[src/rtl/sisc_ctrl_mc_if.sv]
`default_nettype none
// +----------------------------------------------------------------------------+
// | Module   : sisc_ctrl_mc_if                                                 |
// | Purpose  : Bundles the SISC controller's datapath-facing signals: the IR   |
// |            fields, status flags and memory-ready inputs, plus every        |
// |            datapath control strobe the controller produces.                |
// | Modports : master - the controller (drives the control strobes)           |
// |            slave  - the datapath (drives opcode/mm/stat/mem_rdy)           |
// | Signals  : opcode[OPW], mm[STW], stat[STW], mem_rdy               -> ctrl   |
// |            rf_we wb_sel br_sel pc_rst pc_write pc_sel ir_load rb_sel       |
// |            mm_sel dm_we dm_req sp_push sp_pop ret_sel alu_op[4]  <- ctrl   |
// | Revision : 1.0  initial release                                            |
// +----------------------------------------------------------------------------+
interface sisc_ctrl_mc_if #(
  parameter int OPW = 4,
  parameter int STW = 4
);
  // Instruction / status side
  logic [OPW-1:0] opcode;
  logic [STW-1:0] mm;
  logic [STW-1:0] stat;
  logic           mem_rdy;

  // Datapath control side
  logic           rf_we;
  logic           wb_sel;
  logic           br_sel;
  logic           pc_rst;
  logic           pc_write;
  logic           pc_sel;
  logic           ir_load;
  logic           rb_sel;
  logic           mm_sel;
  logic           dm_we;
  logic [3:0]     alu_op;
  logic           dm_req;
  logic           sp_push;
  logic           sp_pop;
  logic           ret_sel;

  modport master (
    input  opcode, mm, stat, mem_rdy,
    output rf_we, wb_sel, br_sel, pc_rst, pc_write, pc_sel, ir_load,
           rb_sel, mm_sel, dm_we, alu_op, dm_req, sp_push, sp_pop, ret_sel
  );

  modport slave (
    output opcode, mm, stat, mem_rdy,
    input  rf_we, wb_sel, br_sel, pc_rst, pc_write, pc_sel, ir_load,
           rb_sel, mm_sel, dm_we, alu_op, dm_req, sp_push, sp_pop, ret_sel
  );

endinterface
`default_nettype wire

[src/rtl/sisc_ctrl_mc.sv]
`default_nettype none
// +----------------------------------------------------------------------------+
// | Module   : sisc_ctrl_mc                                                    |
// | Purpose  : Multi-cycle control FSM for the SISC datapath. Variable-length  |
// |            instruction paths (branches/jumps retire from DECODE), a data   |
// |            memory ready handshake with timeout, a real HALT state, a       |
// |            retired-instruction counter and optional CALL/RET stack control.|
// | Ports    : clk      in   clock, rising edge                                 |
// |            rst_f    in   asynchronous active-low reset                      |
// |            bus      ifc  sisc_ctrl_mc_if.master (IR fields, stat, mem_rdy,  |
// |                          all datapath control strobes)                     |
// |            halted   out  controller sits in HALT                           |
// |            fault    out  sticky error (MEM timeout, opcode 14, stack error) |
// |            instret  out  retired-instruction count, wraps mod 2^CNTW       |
// | Options  : CTRL_CALLRET_EN - when defined, CALL/RET drive the return-stack  |
// |            controls and a depth counter guards overflow/underflow; when    |
// |            undefined CALL/RET behave as NOOP and the stack strobes are 0.  |
// | Revision : 1.0  initial release                                            |
// +----------------------------------------------------------------------------+
module sisc_ctrl_mc #(
  parameter int OPW       = 4,
  parameter int STW       = 4,
  parameter int MEM_TO    = 15,
  parameter int STK_DEPTH = 8,
  parameter int CNTW      = 16
) (
  input  logic            clk,
  input  logic            rst_f,
  sisc_ctrl_mc_if.master  bus,
  output logic            halted,
  output logic            fault,
  output logic [CNTW-1:0] instret
);

  // --------------------------------------------------------------------------
  // Opcode map
  // --------------------------------------------------------------------------
  localparam logic [OPW-1:0] c_op_noop   = OPW'(0);
  localparam logic [OPW-1:0] c_op_reg_op = OPW'(1);
  localparam logic [OPW-1:0] c_op_reg_im = OPW'(2);
  localparam logic [OPW-1:0] c_op_swap   = OPW'(3);
  localparam logic [OPW-1:0] c_op_bra    = OPW'(4);
  localparam logic [OPW-1:0] c_op_brr    = OPW'(5);
  localparam logic [OPW-1:0] c_op_bne    = OPW'(6);
  localparam logic [OPW-1:0] c_op_bnr    = OPW'(7);
  localparam logic [OPW-1:0] c_op_jpa    = OPW'(8);
  localparam logic [OPW-1:0] c_op_jpr    = OPW'(9);
  localparam logic [OPW-1:0] c_op_lod    = OPW'(10);
  localparam logic [OPW-1:0] c_op_str    = OPW'(11);
  localparam logic [OPW-1:0] c_op_call   = OPW'(12);
  localparam logic [OPW-1:0] c_op_ret    = OPW'(13);
  localparam logic [OPW-1:0] c_op_rsv    = OPW'(14);
  localparam logic [OPW-1:0] c_op_hlt    = OPW'(15);

  // Wait counter only has to reach MEM_TO-1 before the timeout fires.
  localparam int             c_tw      = $clog2(MEM_TO + 1);
  localparam logic [c_tw-1:0] c_wait_last = c_tw'(MEM_TO - 1);

  typedef enum logic [2:0] {
    S_START     = 3'd0,
    S_FETCH     = 3'd1,
    S_DECODE    = 3'd2,
    S_EXECUTE   = 3'd3,
    S_MEM       = 3'd4,
    S_WRITEBACK = 3'd5,
    S_HALT      = 3'd6
  } state_t;

  state_t            r_state;
  state_t            w_next;
  logic [c_tw-1:0]   r_wait;
  logic              r_fault;
  logic [CNTW-1:0]   r_instret;
  logic              w_fault_set;
  logic              w_is_mem;
  logic              w_cond;
  logic              w_pos_br;

  assign w_is_mem = (bus.opcode == c_op_lod) || (bus.opcode == c_op_str);
  // Any selected status flag set
  assign w_cond   = |(bus.mm & bus.stat);
  // BRA/BRR branch on flag set; BNE/BNR branch on flag clear
  assign w_pos_br = (bus.opcode == c_op_bra) || (bus.opcode == c_op_brr);

`ifdef CTRL_CALLRET_EN
  localparam int              c_dw        = $clog2(STK_DEPTH + 1);
  localparam logic [c_dw-1:0] c_depth_max = c_dw'(STK_DEPTH);

  logic [c_dw-1:0] r_depth;

  // Push/pop strobes are only raised from DECODE after the bound check,
  // so the counter can never leave 0..STK_DEPTH.
  always_ff @(posedge clk or negedge rst_f) begin
    if (!rst_f) begin
      r_depth <= '0;
    end else if (bus.sp_push) begin
      r_depth <= r_depth + c_dw'(1);
    end else if (bus.sp_pop) begin
      r_depth <= r_depth - c_dw'(1);
    end
  end
`endif

  // --------------------------------------------------------------------------
  // State register
  // --------------------------------------------------------------------------
  always_ff @(posedge clk or negedge rst_f) begin
    if (!rst_f) begin
      r_state <= S_START;
    end else begin
      r_state <= w_next;
    end
  end

  // --------------------------------------------------------------------------
  // Next state and control outputs
  // --------------------------------------------------------------------------
  always_comb begin
    w_next       = r_state;
    w_fault_set  = 1'b0;
    halted       = 1'b0;
    bus.rf_we    = 1'b0;
    bus.wb_sel   = 1'b0;
    bus.br_sel   = 1'b0;
    bus.pc_rst   = 1'b0;
    bus.pc_write = 1'b0;
    bus.pc_sel   = 1'b0;
    bus.ir_load  = 1'b0;
    bus.rb_sel   = 1'b0;
    bus.mm_sel   = 1'b0;
    bus.dm_we    = 1'b0;
    bus.alu_op   = 4'd0;
    bus.dm_req   = 1'b0;
    bus.sp_push  = 1'b0;
    bus.sp_pop   = 1'b0;
    bus.ret_sel  = 1'b0;

    case (r_state)
      S_START: begin
        bus.pc_rst = 1'b1;
        w_next     = S_FETCH;
      end

      S_FETCH: begin
        bus.ir_load  = 1'b1;
        bus.pc_write = 1'b1;
        w_next       = S_DECODE;
      end

      S_DECODE: begin
        bus.pc_sel = 1'b1;
        case (bus.opcode)
          c_op_noop: begin
            w_next = S_FETCH;
          end
          c_op_bra, c_op_brr, c_op_bne, c_op_bnr: begin
            bus.br_sel   = (bus.opcode == c_op_bra) || (bus.opcode == c_op_bne);
            // An empty mask makes every conditional branch unconditional.
            bus.pc_write = (bus.mm == '0) || (w_pos_br ? w_cond : ~w_cond);
            w_next       = S_FETCH;
          end
          c_op_jpa, c_op_jpr: begin
            bus.br_sel   = (bus.opcode == c_op_jpa);
            bus.pc_write = 1'b1;
            w_next       = S_FETCH;
          end
          c_op_call: begin
`ifdef CTRL_CALLRET_EN
            bus.br_sel = 1'b1;
            if (r_depth == c_depth_max) begin
              w_fault_set = 1'b1;
              w_next      = S_HALT;
            end else begin
              bus.pc_write = 1'b1;
              bus.sp_push  = 1'b1;
              w_next       = S_FETCH;
            end
`else
            w_next = S_FETCH;
`endif
          end
          c_op_ret: begin
`ifdef CTRL_CALLRET_EN
            if (r_depth == '0) begin
              w_fault_set = 1'b1;
              w_next      = S_HALT;
            end else begin
              bus.ret_sel  = 1'b1;
              bus.pc_write = 1'b1;
              bus.sp_pop   = 1'b1;
              w_next       = S_FETCH;
            end
`else
            w_next = S_FETCH;
`endif
          end
          c_op_hlt: begin
            w_next = S_HALT;
          end
          c_op_rsv: begin
            w_fault_set = 1'b1;
            w_next      = S_HALT;
          end
          default: begin
            w_next = S_EXECUTE;
          end
        endcase
      end

      S_EXECUTE: begin
        case (bus.opcode)
          c_op_reg_op:        bus.alu_op = 4'd1;
          c_op_reg_im:        bus.alu_op = 4'd3;
          c_op_swap:          bus.alu_op = 4'd5;
          c_op_lod, c_op_str: bus.alu_op = 4'd4;
          default:            bus.alu_op = 4'd0;
        endcase
        bus.rb_sel = (bus.opcode == c_op_str);
        w_next     = S_MEM;
      end

      S_MEM: begin
        case (bus.opcode)
          c_op_reg_op:        bus.alu_op = 4'd0;
          c_op_reg_im:        bus.alu_op = 4'd2;
          c_op_swap:          bus.alu_op = 4'd5;
          c_op_lod, c_op_str: bus.alu_op = 4'd4;
          default:            bus.alu_op = 4'd0;
        endcase
        bus.mm_sel = ~bus.mm[STW-1];
        if (w_is_mem) begin
          // Request and write strobes stay flat for the whole wait.
          bus.dm_req = 1'b1;
          bus.dm_we  = (bus.opcode == c_op_str);
          bus.rb_sel = (bus.opcode == c_op_str);
          if (bus.mem_rdy) begin
            w_next = S_WRITEBACK;
          end else if (r_wait == c_wait_last) begin
            w_fault_set = 1'b1;
            w_next      = S_HALT;
          end
        end else begin
          w_next = S_WRITEBACK;
        end
      end

      S_WRITEBACK: begin
        bus.rf_we  = (bus.opcode == c_op_reg_op) || (bus.opcode == c_op_reg_im) ||
                     (bus.opcode == c_op_swap)   || (bus.opcode == c_op_lod);
        bus.wb_sel = (bus.opcode == c_op_lod);
        bus.mm_sel = ~bus.mm[STW-1];
        w_next     = S_FETCH;
      end

      S_HALT: begin
        halted = 1'b1;
      end

      default: begin
        w_next = S_START;
      end
    endcase
  end

  // --------------------------------------------------------------------------
  // MEM wait counter, sticky fault, retired-instruction counter
  // --------------------------------------------------------------------------
  always_ff @(posedge clk or negedge rst_f) begin
    if (!rst_f) begin
      r_wait <= '0;
    end else if (r_state != S_MEM) begin
      // Held at zero outside MEM so each access starts a fresh count.
      r_wait <= '0;
    end else if (w_is_mem && !bus.mem_rdy) begin
      r_wait <= r_wait + c_tw'(1);
    end
  end

  always_ff @(posedge clk or negedge rst_f) begin
    if (!rst_f) begin
      r_fault <= 1'b0;
    end else if (w_fault_set) begin
      r_fault <= 1'b1;
    end
  end

  always_ff @(posedge clk or negedge rst_f) begin
    if (!rst_f) begin
      r_instret <= '0;
    end else if (((r_state == S_DECODE) || (r_state == S_WRITEBACK)) &&
                 (w_next == S_FETCH)) begin
      r_instret <= r_instret + CNTW'(1);
    end
  end

  assign fault   = r_fault;
  assign instret = r_instret;

endmodule
`default_nettype wire
[src/flat_wrapper.sv]
// flat-port wrapper written by rule: the top's interface ports become plain ports
module sisc_ctrl_mc_flat 
#(
  parameter int OPW       = 4,
  parameter int STW       = 4,
  parameter int MEM_TO    = 15,
  parameter int STK_DEPTH = 8,
  parameter int CNTW      = 16
)
  (clk, rst_f, halted, fault, instret, bus_opcode, bus_mm, bus_stat, bus_mem_rdy, bus_rf_we, bus_wb_sel, bus_br_sel, bus_pc_rst, bus_pc_write, bus_pc_sel, bus_ir_load, bus_rb_sel, bus_mm_sel, bus_dm_we, bus_alu_op, bus_dm_req, bus_sp_push, bus_sp_pop, bus_ret_sel);
  sisc_ctrl_mc_if #(.OPW(OPW), .STW(STW)) bus_i ();
  input  logic clk;
  input  logic rst_f;
  output logic halted;
  output logic fault;
  output logic [CNTW-1:0] instret;
  input wire logic [$bits(bus_i.opcode)-1:0] bus_opcode;
  input wire logic [$bits(bus_i.mm)-1:0] bus_mm;
  input wire logic [$bits(bus_i.stat)-1:0] bus_stat;
  input wire logic [$bits(bus_i.mem_rdy)-1:0] bus_mem_rdy;
  output wire logic [$bits(bus_i.rf_we)-1:0] bus_rf_we;
  output wire logic [$bits(bus_i.wb_sel)-1:0] bus_wb_sel;
  output wire logic [$bits(bus_i.br_sel)-1:0] bus_br_sel;
  output wire logic [$bits(bus_i.pc_rst)-1:0] bus_pc_rst;
  output wire logic [$bits(bus_i.pc_write)-1:0] bus_pc_write;
  output wire logic [$bits(bus_i.pc_sel)-1:0] bus_pc_sel;
  output wire logic [$bits(bus_i.ir_load)-1:0] bus_ir_load;
  output wire logic [$bits(bus_i.rb_sel)-1:0] bus_rb_sel;
  output wire logic [$bits(bus_i.mm_sel)-1:0] bus_mm_sel;
  output wire logic [$bits(bus_i.dm_we)-1:0] bus_dm_we;
  output wire logic [$bits(bus_i.alu_op)-1:0] bus_alu_op;
  output wire logic [$bits(bus_i.dm_req)-1:0] bus_dm_req;
  output wire logic [$bits(bus_i.sp_push)-1:0] bus_sp_push;
  output wire logic [$bits(bus_i.sp_pop)-1:0] bus_sp_pop;
  output wire logic [$bits(bus_i.ret_sel)-1:0] bus_ret_sel;
  assign bus_i.opcode = bus_opcode;
  assign bus_i.mm = bus_mm;
  assign bus_i.stat = bus_stat;
  assign bus_i.mem_rdy = bus_mem_rdy;
  assign bus_rf_we = bus_i.rf_we;
  assign bus_wb_sel = bus_i.wb_sel;
  assign bus_br_sel = bus_i.br_sel;
  assign bus_pc_rst = bus_i.pc_rst;
  assign bus_pc_write = bus_i.pc_write;
  assign bus_pc_sel = bus_i.pc_sel;
  assign bus_ir_load = bus_i.ir_load;
  assign bus_rb_sel = bus_i.rb_sel;
  assign bus_mm_sel = bus_i.mm_sel;
  assign bus_dm_we = bus_i.dm_we;
  assign bus_alu_op = bus_i.alu_op;
  assign bus_dm_req = bus_i.dm_req;
  assign bus_sp_push = bus_i.sp_push;
  assign bus_sp_pop = bus_i.sp_pop;
  assign bus_ret_sel = bus_i.ret_sel;
  sisc_ctrl_mc #(.OPW(OPW), .STW(STW), .MEM_TO(MEM_TO), .STK_DEPTH(STK_DEPTH), .CNTW(CNTW)) u_core (.clk(clk), .rst_f(rst_f), .bus(bus_i), .halted(halted), .fault(fault), .instret(instret));
endmodule
[config.mk]
export PLATFORM = sky130hd
export DESIGN_NAME = sisc_ctrl_mc_flat
export DESIGN_NICKNAME = d
export VERILOG_FILES = /design/src/rtl/sisc_ctrl_mc_if.sv /design/src/rtl/sisc_ctrl_mc.sv /design/src/flat_wrapper.sv
export SDC_FILE = /design/constraint.sdc
export NUM_CORES = 1
export LEC_CHECK = 0
export CORE_MARGIN = 2
export CORE_UTILIZATION = 48
export CTS_BUF_LIST = sky130_fd_sc_hd__clkbuf_16
export CTS_CLUSTER_DIAMETER = 30
export DETAILED_ROUTE_END_ITERATION = 10
export GPL_TIMING_DRIVEN = 0
export HOLD_SLACK_MARGIN = 0.05
export PLACE_DENSITY = 0.89
export RECOVER_POWER = 25
export SYNTH_ARGS = -nofsm -noshare
export SYNTH_HDL_FRONTEND = slang
export SYNTH_SLANG_ARGS = --single-unit
[constraint.sdc]
create_clock -name clk -period 5.71 [get_ports clk]
set_input_delay 0.571 -clock clk [delete_from_list [all_inputs] [get_ports clk]]
set_output_delay 0.571 -clock clk [all_outputs]
set_load 0.05 [all_outputs]
==> run summary, run 1 <==
Slew Limit Headroom - 29.4%
Starting Density - 49.4%
Cts bufs inserted - 3
CP max FO - 3
# Max-Cap Violations - 0
Synth Area in Simple Gates - 27.3%
Reg power frac - 26.5%
Clock power frac - 22.3%
TNS Setup - 0 ps
Max Buffers Root-to-Sink - 2
Initial DRT Pass Iterations - 4
Area Growth Syn to Fin - 40.6%
Leakage power - 0.000915 uW
Arr. time, crit path - 2770 ps
Xor-xnor portion of the synthesized cell area - 10.7%
Cell variety after synth - 41
RSZ-0062 raised after global routing - false
Status - finished, final reports clean
CP Launch Point - bus_mm[3]
Pwr dens - 425 mW/mm2
Post-Synth Adder-Cell Area - 2.55%
PnR worst setup slack - 2370 ps
Final Max Tran Viols - 0
Initial antenna violation count - 0
Routed len/inst - 14.1 um
Crit Path Class - input pin to output port
Skew final - 6.47 ps
I/O pins - 51
Mapped Cells - 155
Fillers - 232
Die Y - 59.4 um
FMAX - 300 MHz
CP Data Required Time - 5140 ps
Critical path capture point type - output port
Drt total wl - 3370 um
Gpl congestion - 0.789
Core Box Area - 0.00298 mm2
Final layout net count - 225
DPL Wire Length - 2410 um
Hold depth - 1
Clk root buf - clkbuf_16
Post-route ant nets - 0
Primary FF master, synth - dfrtp_1
Die width - 59.4 um
DR vias - 1276
Combinational share of power - 51.2%
Actual slew at the worst max-slew pin - 1060 ps
Synth Cell Area - 0.00147 mm2
H-tree depth - 1
Internal Pwr Total - 510 uW
Seq. cell area - 601 um2
CTS tree - yes
Setup bufs post-CTS - 0
Number of port buffers - 44
EDFF count, synth - 0
Post-CTS sizing - 0
Largest net degree at the start of global routing - 25
Ranking of synthesized cells by area - dfrtp_1 41%, xnor2_1 6.0%, xor2_1 4.8%
Sw power - 370 uW
Yosys reg bits - 24
Syn Area/Cell - 9.49 um2
First-pass GRT wire length - 5410 um
Async S/R FF share, synth - 100%
Diode count - 0
R2R Path Start - u_core.r_state[2]
Tmin final - 3340 ps
Multiplexer area fraction after synthesis - 1.36%
Skew-Pair Late Insertion Delay - 260 ps
# hold bufs at CTS - 0
Post-synthesis sequential area ratio - 40.8%
Critical Path End - bus_pc_write
Hold Vio Cnt, Final - 0
Final worst-path cycle share - 58.5%
VDD IR max - 0.203 mV
Global route overflow - 0
Hold WC Path Type - register to register
DRC errors left - 0
Vias in the first global route - 1199
Gr usage total - 20.2%
Compound-Gate Fraction of Synth Area - 7.48%
Worst setup SP type - input pin
Fraction of layout cells with a size suffix above 1 - 11.7%
Largest family of logic cells by synthesized area - simple AND/OR/NAND/NOR gates
Yosys warns - 0
DP Worst Slack - 2390 ps
R2r endpoint - u_core.instret[12]
Share of the synthesized area in the top cell type - 40.8%
Area of the die - 0.00352 mm2
R2R cell count - 6
Clk slew on worst S/H paths - 60 ps
Finish-stage setup viols - 0
CTS Sinks - 24
Worst R2R Setup Slack - 3430 ps
Drt initial violations - 23
Multi-input logic area - 742 um2
Cell accounting for the most synthesized area - dfrtp_1
Switching share of power - 42.0%
Layout Utilization - 69.5%
Vias per cell - 5.34
Row cnt - 20
[stage by stage]
stage	power [uW]	hold WS, ps	area, um2	cells
floorplan	550	275	1480	158
global placement	673	456	1960	235
detailed placement	680	468	1960	235
CTS	886	494	2070	239
global route	924	497	2070	239
finish	880	487	2070	239
[sequential cells by signal, summed over array words and instances, names as in the netlist]
register,cells
u_core.instret,16
u_core.r_state,3
u_core.fault,1
u_core.r_wait,4
[layout by cell type, fill, tap and decap left out, types with 5 or more instances in the layout]
| master | Yosys | routed |
|---|---|---|
| clkdlybuf4s50_1 | 0 | 42 |
| dfrtp_1 | 24 | 24 |
| nand2_1 | 15 | 15 |
| nor2_1 | 15 | 15 |
| xnor2_1 | 10 | 10 |
| nand3_1 | 8 | 8 |
| nor3_1 | 8 | 8 |
| xor2_1 | 8 | 8 |
| inv_1 | 6 | 6 |
| buf_6 | 5 | 5 |
[critical path: stages]
cell	delay [ps]
clkdlybuf4s50_1	450
a22o_1	220
a221oi_1	310
mux2i_1	230
nor2_1	50
o21bai_1	120
clkdlybuf4s50_1	810
[synthesized netlist by cell type, types with 3 or more instances]
cell type,number
nand2_1,15
inv_1,6
o21ai_0,4
nor3b_1,3
nand4_1,4
buf_4,4
ha_1,3
xnor2_1,10
xor2_1,8
nand3_1,8
and3_1,3
a21oi_1,3
dfrtp_1,24
buf_6,5
nor2_1,15
nor3_1,8
[logic make-up (layout without fill, tap and decap cells)]
| kind of cell | after synthesis | count (layout) |
|---|---|---|
| flops | 24 | 24 |
| buf+inv | 18 | 66 |
| xor+xnor | 18 | 18 |
| compound gates | 16 | 16 |
| fa+ha+maj | 3 | 3 |
| other cells | 1 | 4 |
| simple gates | 73 | 73 |
| mux | 2 | 2 |
[cell type report]
class                      count  area share (%)
timing repair buffer          44            21.3
tap                           33            2.00
multi-input combinational    116            35.9
inverter                       6            1.09
buffer                        12            5.68
sequential                    24            29.0
clock inverter                 1            1.45
clock buffer                   3            3.63
[worst min path at each step]
| stage | end | from | slack (ps) |
|---|---|---|---|
| finish | u_core.instret[15] | u_core.instret[15] | 490 |
| global route | u_core.instret[15] | u_core.instret[15] | 500 |
| CTS | u_core.instret[15] | u_core.instret[15] | 490 |
| detailed placement | u_core.instret[15] | u_core.instret[15] | 470 |
| global placement | u_core.fault | u_core.fault | 460 |
| floorplan | u_core.fault | rst_f | 280 |
[power by group through the flow]
stage	Sequential [uW]	Clock (uW)	Combinational, uW
3_5_place_dp	234	0	445
4_1_cts	233	200	453
6_report	233	197	451
3_3_place_gp	232	0	440
2_1_floorplan	299	0	251
5_1_grt	238	209	478
[metal layers]
metal	global-route usage, %	wire length (um)	vias to the layer above
met5	0	0	-
met4	8.12	78	0
met3	3.71	60	10
met2	33.9	1800	21
met1	25.6	1430	614
li1	-	-	631
Power figures use the tool's default switching activity.
==> inputs of run 2 (changes only) <==
CORE_UTILIZATION = 45   (was 48)
PLACE_DENSITY = 0.85   (was 0.89)
clock period = 3.3 ns   (was 5.71 ns; I/O delays follow)
==> run 2 against run 1 <==
  * Critical path depth fell by 1
  * Combinational power rose by 71%
  * Critical endpoint unchanged
  * Sequential cell count did not move
  * Highest routed layer unchanged
==> run summary, run 2 (same netlist as run 1, synthesis figures left out) <==
Status - finished, final reports clean
Reg power frac - 28.2%
CP Data Required Time - 2970 ps
Area of the die - 0.00374 mm2
I/O pins - 51
Area Growth Syn to Fin - 38.9%
Slew Limit Headroom - 30.9%
Commonest non-fill, non-tap cell in the layout - clkdlybuf4s50_1
Cts bufs inserted - 3
Max reg flops - 16
Post-CTS sizing - 0
Sw power - 630 uW
Drt total wl - 3320 um
H-tree depth - 1
Max Buffers Root-to-Sink - 2
Vias in the first global route - 1226
Internal Pwr Total - 800 uW
Critical path cell sequence - clkdlybuf4s50_1 > clkbuf_1 > nor3b_1 > o21ai_0 > o21bai_1 > clkdlybuf4s50_1
Tmin final - 2890 ps
Skew final - 2.70 ps
Clk slew on worst S/H paths - 60 ps
Clk root buf - clkbuf_16
Routed len/inst - 13.3 um
DRC errors left - 0
Hold WC Path Type - register to register
Hold Vio Cnt, Final - 0
Initial antenna violation count - 0
Crit Path Class - input pin to output port
Leakage power - 0.000894 uW
Switching share of power - 44.0%
Combinational share of power - 54.0%
Arr. time, crit path - 2560 ps
Core Box Area - 0.00308 mm2
Initial DRT Pass Iterations - 4
Largest net degree at the start of global routing - 25
Final Max Tran Viols - 0
VDD IR max - 0.328 mV
Finish-stage setup viols - 0
Actual slew at the worst max-slew pin - 1030 ps
RSZ-0062 raised after global routing - false
CP dominant cell by count - clkdlybuf4s50_1
Drt initial violations - 73
Fillers - 248
Clock power frac - 17.8%
CTS Sinks - 24
TNS Setup - 0 ps
Row cnt - 20
Gr usage total - 18.7%
Setup bufs post-CTS - 0
CP max FO - 10
FMAX - 346 MHz
Starting Density - 47.8%
CTS tree - yes
Gpl congestion - 0.849
Final worst-path cycle share - 87.7%
Number of port buffers - 44
Diode count - 0
Cell area after layout - 0.00204 mm2
Worst setup SP type - input pin
CP max stage delay - 810 ps
Placed Instance Area - 0.00198 mm2
# Max-Cap Violations - 0
Vias per cell - 5.22
DR vias - 1301
# hold bufs at CTS - 0
Final layout net count - 225
First-pass GRT wire length - 5290 um
Post-route ant nets - 0
Skew-Pair Late Insertion Delay - 260 ps
CP max stage cell - clkdlybuf4s50_1
Critical path capture point type - output port
Die width - 61.2 um
Die Y - 61.2 um
DP Worst Slack - 470 ps
Most frequent cells in the layout - 43 x clkdlybuf4s50_1, 24 x dfrtp_1, 15 x nand2_1, 15 x nor2_1, 10 x xnor2_1
Pwr dens - 700 mW/mm2
Global route overflow - 0
PnR worst setup slack - 406 ps
Fraction of layout cells with a size suffix above 1 - 10.7%
DPL Wire Length - 2570 um
run 2: cell count changes in the layout (fill, tap and decap cells not counted):
cell,change
clkbuf_8,-1
dlygate4sd3_1,-1
clkbuf_1,+1
clkdlybuf4s50_1,+1
bufinv_16,-1
run 2: worst paths after layout:
path	startpoint	endpoint	slack [ps]	depth (start not counted)
max	bus_opcode[3]	bus_pc_write	410	6
min	u_core.instret[15]	u_core.instret[15]	470	1
max reg2reg	u_core.r_state[0]	u_core.instret[14]	1040	6
min reg2reg	u_core.instret[15]	u_core.instret[15]	470	1
max in group asynchronous	rst_f	u_core.fault	1970	1
min in group asynchronous	rst_f	u_core.instret[6]	710	1
run 2: power by group through the flow:
stage	clock network, uW	registers (uW)	logic [uW]
2_1_floorplan	0	517	434
6_report	254	404	772
3_3_place_gp	0	402	760
3_5_place_dp	0	408	772
5_1_grt	272	410	824
4_1_cts	258	403	776
run 2: layer usage:
metal  share of wire [%]  global-route usage [%]  up-vias
met2                  53                    31.8       38
met3                 3.9                    4.83        9
met4                 2.4                    5.90        0
met5                   0                       0        -
met1                  41                    23.4      628
li1                    -                       -      626
run 2: final cells by class:
cell class | count | area, um2 | area share, %
Multi-Input combinational cell | 116 | 742 | 36.3
Sequential cell | 24 | 601 | 29.4
Timing Repair Buffer | 44 | 440 | 21.6
Buffer | 12 | 108 | 5.27
Clock buffer | 3 | 75.1 | 3.67
Tap cell | 44 | 55.1 | 2.69
Inverter | 6 | 22.5 | 1.10
run 2: critical path: cells and delay by family:
family / cells / cell delay (ps)
buffers and inverters: 3 / 1640
and+or+nand+nor: 1 / 290
AOI/OAI and AO/OA: 2 / 280
run 2: stage by stage:
| stage | total power (uW) | cells | utilization, % | hold WS (ps) |
|---|---|---|---|---|
| after floorplan | 951 | 158 | - | 34.4 |
| after global placement | 1160 | 246 | 64.3 | 461 |
| after detailed placement | 1180 | 246 | 64.3 | 465 |
| after CTS | 1440 | 249 | 66.7 | 474 |
| after global routing | 1510 | 249 | 66.4 | 487 |
| final | 1430 | 249 | 66.4 | 465 |
